==> src/rtl/fence_sequencer_pkg.sv <==
// fence_sequencer_pkg: shared types for the memory-ordering / fence logic.
//   FlushFlag_t  - flush-target flags used by the cache/TLB maintenance paths
//   FenceType_t  - serialising request type carried on IN_reqType
package fence_sequencer_pkg;

    localparam int unsigned FENCE_TYPE_W = 2;
    localparam int unsigned QUIET_CNT_W  = 4;

    typedef enum logic [1:0] {
        FLUSH_NONE   = 2'd0,
        FLUSH_DCACHE = 2'd1,
        FLUSH_ICACHE = 2'd2,
        FLUSH_TLB    = 2'd3
    } FlushFlag_t;

    typedef enum logic [FENCE_TYPE_W-1:0] {
        FT_ORDERING   = 2'd0,
        FT_FENCE      = 2'd1,
        FT_FENCE_I    = 2'd2,
        FT_SFENCE_VMA = 2'd3
    } FenceType_t;

endpackage

==> src/rtl/fence_sequencer_quiet_counter.sv <==
// quiet_counter: counts consecutive quiet cycles while enabled, saturating at
// QUIET_CYCLES; any non-quiet enabled cycle restarts the count.
//   clk, rst  - clock, synchronous active-high reset
//   en        - count only while set (sequencer in DRAIN)
//   quiet     - store queue empty and memory idle this cycle
//   clear     - restart count (new request accepted)
//   reached   - registered: count has reached QUIET_CYCLES
module quiet_counter
    import fence_sequencer_pkg::*;
#(
    parameter int unsigned QUIET_CYCLES = 2
) (
    input  logic clk,
    input  logic rst,
    input  logic en,
    input  logic quiet,
    input  logic clear,
    output logic reached
);

    localparam logic [QUIET_CNT_W-1:0] TARGET = QUIET_CNT_W'(QUIET_CYCLES);

    logic [QUIET_CNT_W-1:0] count;
    logic [QUIET_CNT_W-1:0] countNext;

    // Next count: clear wins, then restart on noise, else saturating increment.
    always_comb begin
        countNext = count;
        if (clear) begin
            countNext = '0;
        end else if (en) begin
            if (!quiet) begin
                countNext = '0;
            end else if (count != TARGET) begin
                countNext = count + QUIET_CNT_W'(1);
            end
        end
    end

    always_ff @(posedge clk) begin
        if (rst) begin
            count   <= '0;
            reached <= 1'b0;
        end else begin
            count   <= countNext;
            reached <= (countNext == TARGET);
        end
    end

endmodule

==> src/rtl/fence_sequencer.sv <==
// fence_sequencer: sequences serialising instructions (ORDERING, FENCE,
// FENCE_I, SFENCE_VMA): drain memory, optional D$ writeback, I$ invalidate or
// TLB flush, then a one-cycle completion pulse.
// Optional feature macro: FENCE_I_DCFLUSH_EN (adds D$ writeback before I$ inval).
// Ports:
//   clk, rst                       clock, synchronous active-high reset
//   IN_reqValid, IN_reqType        request strobe and type (FenceType_t)
//   OUT_ready                      idle, request will be accepted
//   IN_sqEmpty, IN_memBusy         drain status
//   OUT_dcFlushReq, IN_dcFlushAck  D$ writeback handshake (level / pulse)
//   OUT_icInval                    I$ invalidate pulse
//   OUT_tlbFlush, IN_tlbFlushDone  TLB flush pulse / completion pulse
//   OUT_disableIFetch              hold instruction fetch
//   OUT_done, OUT_doneType         completion pulse and its type
module fence_sequencer
    import fence_sequencer_pkg::*;
#(
    parameter int unsigned QUIET_CYCLES = 2
) (
    input  logic                    clk,
    input  logic                    rst,
    input  logic                    IN_reqValid,
    input  logic [FENCE_TYPE_W-1:0] IN_reqType,
    output logic                    OUT_ready,
    input  logic                    IN_sqEmpty,
    input  logic                    IN_memBusy,
    output logic                    OUT_dcFlushReq,
    input  logic                    IN_dcFlushAck,
    output logic                    OUT_icInval,
    output logic                    OUT_tlbFlush,
    input  logic                    IN_tlbFlushDone,
    output logic                    OUT_disableIFetch,
    output logic                    OUT_done,
    output logic [FENCE_TYPE_W-1:0] OUT_doneType
);

    localparam logic [2:0] IDLE    = 3'd0;
    localparam logic [2:0] DRAIN   = 3'd1;
`ifdef FENCE_I_DCFLUSH_EN
    localparam logic [2:0] DCFLUSH = 3'd2;
`endif
    localparam logic [2:0] ICINV   = 3'd3;
    localparam logic [2:0] TLBWAIT = 3'd4;
    localparam logic [2:0] DONE    = 3'd5;

    logic [2:0] state;
    logic [2:0] stateNext;
    FenceType_t reqType;
    logic       reqAccept;
    logic       quietReached;
    logic       holdFetch;

    assign reqAccept = (state == IDLE) && IN_reqValid;

    quiet_counter #(
        .QUIET_CYCLES(QUIET_CYCLES)
    ) u_quietCounter (
        .clk    (clk),
        .rst    (rst),
        .en     (state == DRAIN),
        .quiet  (IN_sqEmpty && !IN_memBusy),
        .clear  (reqAccept),
        .reached(quietReached)
    );

    // Next-state logic.
    always_comb begin
        stateNext = state;
        case (state)
            IDLE: begin
                if (IN_reqValid) stateNext = DRAIN;
            end
            DRAIN: begin
                if (quietReached) begin
                    case (reqType)
`ifdef FENCE_I_DCFLUSH_EN
                        FT_FENCE_I:    stateNext = DCFLUSH;
`else
                        FT_FENCE_I:    stateNext = ICINV;
`endif
                        FT_SFENCE_VMA: stateNext = TLBWAIT;
                        default:       stateNext = DONE;
                    endcase
                end
            end
`ifdef FENCE_I_DCFLUSH_EN
            DCFLUSH: begin
                if (IN_dcFlushAck) stateNext = ICINV;
            end
`endif
            ICINV:   stateNext = DONE;
            TLBWAIT: begin
                if (IN_tlbFlushDone) stateNext = DONE;
            end
            DONE:    stateNext = IDLE;
            default: stateNext = IDLE;
        endcase
    end

    // State, latched type and outputs registered from the next state.
    always_ff @(posedge clk) begin
        if (rst) begin
            state        <= IDLE;
            reqType      <= FT_ORDERING;
            OUT_ready    <= 1'b1;
            OUT_icInval  <= 1'b0;
            OUT_tlbFlush <= 1'b0;
            OUT_done     <= 1'b0;
            OUT_doneType <= '0;
            holdFetch    <= 1'b0;
        end else begin
            state        <= stateNext;
            if (reqAccept) reqType <= FenceType_t'(IN_reqType);
            OUT_ready    <= (stateNext == IDLE);
            OUT_icInval  <= (stateNext == ICINV);
            OUT_tlbFlush <= (stateNext == TLBWAIT) && (state != TLBWAIT);
            OUT_done     <= (stateNext == DONE);
            OUT_doneType <= (stateNext == DONE) ? FENCE_TYPE_W'(reqType) : '0;
            holdFetch    <= (stateNext != IDLE);
        end
    end

    // Fetch must stop in the very cycle the request is presented.
    assign OUT_disableIFetch = holdFetch || (reqAccept && !rst);

`ifdef FENCE_I_DCFLUSH_EN
    always_ff @(posedge clk) begin
        if (rst) OUT_dcFlushReq <= 1'b0;
        else     OUT_dcFlushReq <= (stateNext == DCFLUSH);
    end
`else
    logic unusedDcFlushAck;
    assign unusedDcFlushAck = IN_dcFlushAck;
    assign OUT_dcFlushReq   = 1'b0;
`endif

endmodule

==> config.mk <==
export PLATFORM = sky130hd
export DESIGN_NAME = fence_sequencer
export DESIGN_NICKNAME = d
export VERILOG_FILES = /design/src/rtl/fence_sequencer_pkg.sv /design/src/rtl/fence_sequencer_quiet_counter.sv /design/src/rtl/fence_sequencer.sv
export SDC_FILE = /design/constraint.sdc
export NUM_CORES = 1
export LEC_CHECK = 0
export CAP_MARGIN = 0
export CORE_MARGIN = 2
export CORE_UTILIZATION = 45
export DETAILED_ROUTE_END_ITERATION = 7
export PLACE_DENSITY = 0.83
export RECOVER_POWER = 25
export SYNTH_ARGS = -nofsm -noshare
export SYNTH_HDL_FRONTEND = slang
export SYNTH_SLANG_ARGS = --single-unit
==> constraint.sdc <==
create_clock -name clk -period 2.7 [get_ports clk]
set_clock_uncertainty 0.2 [all_clocks]
set_input_delay 0.27 -clock clk [delete_from_list [all_inputs] [get_ports clk]]
set_output_delay 0.27 -clock clk [all_outputs]
set_load 0.005 [all_outputs]
After elaboration in Yosys (flattened, before gate mapping) --
Cells that the tools add are included.
Storage, ports and cells: register bits after elaboration 17, bits of input ports 9, output and inout bits 8, logic and storage cells 43
Operators by class: add/subtract/negate cells 1, eq/ne operators 11, mux-type cells 9, bitwise gates (word level) 1, reduce and logical (&&, ||, !) cells 11
Operators with widths (count):
- $mux 4 | 4
- $pmux 3 s4 | 1
- $eq 3x3->1 const B | 3
- $mux 3 | 3
- $eq 3x2->1 const B | 2
- $logic_not 3->1 | 2
- $pmux 3 s2 | 1
- $add 4x1->4 const B | 1
- $eq 2x2->1 const B | 2
- $eq 4x2->1 const B | 1
- $logic_and 1x1->1 | 4
- $ne 4x2->1 const B | 1
- $eq 3x1->1 const B | 1
- $ne 3x3->1 const B | 1
- $reduce_bool 3->1 | 1
- $logic_not 1->1 | 2
- $reduce_or 2->1 | 1
- $logic_or 1x1->1 | 1
- $not 1->1 | 1

Logic depth before layout (Yosys ltp) --
depth in word-level cells 7, mapped depth 6, mapped depth without buffers 6

By module --
A second synthesis with hierarchy kept.
Second synthesis, totals: cells, all modules 77, area total of the unflattened synthesis 773.2 µm²
Modules (own cells, without submodules):
- fence_sequencer | instances 1, cells each 47, area an instance 500.5 µm², sequential area each 240.2 µm²
- quiet_counter | instances 1, cells each 30, area an instance 272.8 µm², sequential area each 100.1 µm²

Worst setup path before layout --
No wires, ideal clock.
path kind register to register, from register state[1], to register u_quietCounter.reached, setup time 0.126 ns, arrival time 1.475 ns, required time 2.374 ns, path slack 0.899 ns, cell stages (with the launch flop) 6, path buffers 1, clock period less this slack 1.801 ns, cell sequence dfxtp_1 > or3b_1 > clkbuf_2 > or4_4 > o211ai_2 > nor4_1
On the way: cells in the longest elaborated chain, start to end 4, elaborated cells between the ends (all ways) 6, classes of those cells 2 x eq/ne; 2 x mux; 2 x reduce/logical
Ends and longest elaborated chain:
- start: declaration | line fence_sequencer.sv:46 | logic [2:0] state;
- start signal: assignment | line fence_sequencer.sv:112 | state <= stateNext;
- $eq 3x1->1 / $logic_not 3->1 (equally long branches) | line fence_sequencer.sv:60, fence_sequencer.sv:53
- $mux 4 / $logic_and 1x1->1 (equally long branches) | line fence_sequencer_quiet_counter.sv:31, fence_sequencer.sv:53
- $mux 4 * | line fence_sequencer_quiet_counter.sv:29 | if (clear) begin
- $eq 4x2->1 * | line fence_sequencer_quiet_counter.sv:46 | reached <= (countNext == TARGET);
- end signal: assignment | line fence_sequencer_quiet_counter.sv:46
- end: declaration | line fence_sequencer_quiet_counter.sv:18 | output logic reached
Every way passes the cells marked *; elsewhere a longest branch is shown, timed or not. A chain may end at the register's enable or synchronous reset.

Final worst setup path --
from register state[1], to output OUT_disableIFetch
On the way: cells in the longest elaborated chain, start to end 4
Ends and longest elaborated chain:
- $logic_not 3->1 | line fence_sequencer.sv:53 | assign reqAccept = (state == IDLE) && IN_reqValid;
- $logic_and 1x1->1 | line fence_sequencer.sv:53
- $logic_and 1x1->1 | line fence_sequencer.sv:124 | assign OUT_disableIFetch = holdFetch || (reqAccept && !rst);
- $logic_or 1x1->1 | line fence_sequencer.sv:124
- end: declaration | line fence_sequencer.sv:32 | output logic OUT_disableIFetch,
No other way between the ends.

==> flow_metrics.env <==
export IMPL_num_rows=14
export IMPL_fillers=146
export IMPL_cell_count_after_synthesis=79
export IMPL_outcome="finished, final reports clean"
export IMPL_post_synth_mux_area_share_pct=4.15
export IMPL_initial_utilization_pct=48.9
export IMPL_layout_drive_gt1_share_pct=13.5
export IMPL_htree_num_levels=1
export IMPL_setup_tns_ns=0
export IMPL_ys_warnings_count=0
export IMPL_floorplan_io_pins=17
export IMPL_antenna_cells_inserted=0
export IMPL_synthAdderAreaFrac_pct=3.32
export IMPL_critPathMaxStageDelay_ns=0.49
export IMPL_grt_pass1_wl_um=2630
export IMPL_synth_top_family_by_area="simple AND/OR/NAND/NOR gates"
export IMPL_cts_hold_repair_buffers=0
export IMPL_worst_slew_pin_transition_ns=0.536
export IMPL_ys_types=36
export IMPL_final_util_pct=61.0
export IMPL_clock_slew_at_the_register_clock_pins_of_the_worst_setup_and_hold_paths_ns=0.09
export IMPL_worst_ir_drop_vdd_mv=0.349
export IMPL_critPathLaunchType="flip-flop"
export IMPL_cts_tree="built"
export IMPL_antenna_found_initial=0
export IMPL_leakage_nw=0.399
export IMPL_grt_overflow_total=0
export IMPL_critical_path_arrival_ns=1.80
export IMPL_die_width_um=44.9
export IMPL_yosys_register_bits=17
export IMPL_rsz0062_at_grt="false"
export IMPL_critical_path_class="flip-flop to primary output"
export IMPL_layout_cells_most_common_list="dfxtp_1 (17), clkdlybuf4s50_1 (11), nor2_1 (8), nor3b_1 (5), inv_1 (4)"
export IMPL_path_cells="nor4b_1 > a21o_1 > clkdlybuf4s50_1"
export IMPL_drtAntennaViolNets=0
export IMPL_cts_resized=0
export IMPL_dpl_worst_slack_ns=0.450
export IMPL_synth_seq_area_share_pct=45.1
export IMPL_grt_pass1_vias=615
export IMPL_synth_area_per_cell_um2=9.55
export IMPL_worst_path_max_fanout=7
export IMPL_gp_congestion=0.718
export IMPL_dr_pass1_iters=4
export IMPL_fin_crit_sh_pct=84.2
export IMPL_layout_min_cycle_time_ns=2.27
export IMPL_num_nets_final=108
export IMPL_worst_ep_required_time_ns=2.23
export IMPL_synthToLayoutAreaGrowth_pct=24.5
export IMPL_placed_cells_incl_taps=108
export IMPL_grt_max_degree=10
export IMPL_placement_cell_area_um2=913
export IMPL_final_cell_area_um2=940
export IMPL_remaining_drc_errors=0
export IMPL_drc_violation_total_after_the_first_tritonroute_iteration=11
export IMPL_syn_nets=90
export IMPL_layout_setup_ws_ns=0.425
export IMPL_core_um2=1540
export IMPL_detail_route_wirelength_um=1550
export IMPL_min_path_type="flip-flop to flip-flop"
export IMPL_area_sequential_um2=340
export IMPL_dp_final_hpwl_um=1180
export IMPL_multi_input_area_um2=383
export IMPL_cts_path_max_buffers=2
export IMPL_total_cts_buffers=3
export IMPL_cts_num_sinks=17
export IMPL_worst_slew_margin_rel_pct=64.1
export IMPL_cts_setup_buffers=0
export IMPL_final_hold_worst_slack_ns=0.313
export IMPL_die_height_um=44.9
export IMPL_detail_route_vias_per_cell=5.81
export IMPL_report_final_setup_viol=0
export IMPL_syn_area_um2=754
export IMPL_final_max_slew_viol_count=0
export IMPL_synth_simple_area_share_pct=29.9
export IMPL_mostFrequentLayoutCell="dfxtp_1"
export IMPL_gr_util_all_layers_pct=18.4
export IMPL_drv_max_cap_violation_count=0
export IMPL_buffer_ports_inserted=14
export IMPL_max_clock_freq_mhz=440
export IMPL_synth_compound_area_share_pct=12.9
export IMPL_finalPower_mw=0.451
export IMPL_clock_insertion_delay_worst_skew_ns=0.29
export IMPL_type_of_destination_of_the_critical_path="primary output"
export IMPL_floorplan_die_area_um2=2020
export IMPL_post_drt_wl_per_cell_um=13.8
export IMPL_power_density_cell_area_nw_per_um2=480
export IMPL_final_instance_count_excl_fill=112
export IMPL_crit_path_top_delay_cell="clkdlybuf4s50_1"
export IMPL_route_vias_total=651
export IMPL_cts_root_buf="clkbuf_4"
export IMPL_finalHoldViolations=0
export IMPL_post_synth_xor_area_fraction_pct=0
[path summary, 6_finish.rpt]
kind                                           from                            endpoint  slack (ns)  cells after the start
hold reg to reg   u_quietCounter.reached$_SDFF_PP0_              OUT_icInval$_SDFF_PP0_        0.31                      2
setup / recovery                state[1]$_SDFF_PP0_                   OUT_disableIFetch        0.43                      3
hold / removal    u_quietCounter.reached$_SDFF_PP0_              OUT_icInval$_SDFF_PP0_        0.31                      2
setup reg to reg                state[1]$_SDFF_PP0_  u_quietCounter.count[0]$_SDFF_PP0_        0.78                      4
[sequential cells by signal, summed over array words and instances (netlist names), 2 cells and up]
name,cells
OUT_doneType,2
reqType,2
u_quietCounter.count,4
state,3
[kinds of logic after synthesis]
family,Yosys count
other,1
multiplexers,3
adder cells (fa/ha/maj),2
AO/OA/AOI/OAI,13
AND/OR/NAND/NOR,36
flip-flops,17
buffers and inverters,7
[Yosys cell counts]
cell	instances	area [µm²]
dfxtp_1	17	340
nor2_1	8	30.0
nor3b_1	5	37.5
inv_1	4	15.0
and2_1	3	18.8
nand2_1	3	11.3
nor4_1	3	18.8
o21ai_0	3	15.0
a21o_1	2	15.0
ha_1	2	25.0
mux2i_1	2	20.0
nand2b_1	2	12.5
nor4b_1	2	17.5
a211o_1	1	8.76
a21oi_1	1	5.00
a221oi_1	1	8.76
a22o_1	1	8.76
a2bb2oi_1	1	8.76
a31o_2	1	8.76
a31oi_1	1	6.26
and2_2	1	7.51
and3_1	1	6.26
and4b_2	1	11.3
buf_4	1	7.51
clkbuf_1	1	3.75
clkbuf_2	1	5.00
conb_1	1	3.75
mux2_2	1	11.3
nor2b_1	1	6.26
nor3_1	1	5.00
o211ai_2	1	12.5
or2_2	1	6.26
or2b_1	1	7.51
or3b_1	1	8.76
or3b_2	1	8.76
or4_4	1	11.3
[metal layers]
metal	part of all wire (%)	GRT usage [%]
met1	45	22.4
met2	49	28.3
met3	5.3	6.40
met4	1.2	10.0
met5	0	0
[worst max-delay path: cells and delay by family, from the launching register on]
family,cells,cell delay [ns]
compound gates,1,0.18
flops,1,0.38
simple gates,1,0.47
buf+inv,1,0.49
[cell type report]
| class | instances | area share (%) |
|---|---|---|
| Clock buffer | 4 | 2.80 |
| Inverter | 4 | 1.60 |
| Multi-Input combinational cell | 55 | 40.7 |
| Sequential cell | 17 | 36.2 |
| Tap cell | 16 | 2.13 |
| Timing Repair Buffer | 16 | 16.5 |
[power breakdown]
group | leakage (nW) | total [mW] | switching (mW) | internal, mW
clock | 0.0150 | 0.134 | 0.0765 | 0.0575
sequential | 0.138 | 0.262 | 0.00483 | 0.257
combinational | 0.246 | 0.0551 | 0.0251 | 0.0299
Power figures use the tool's default switching activity.
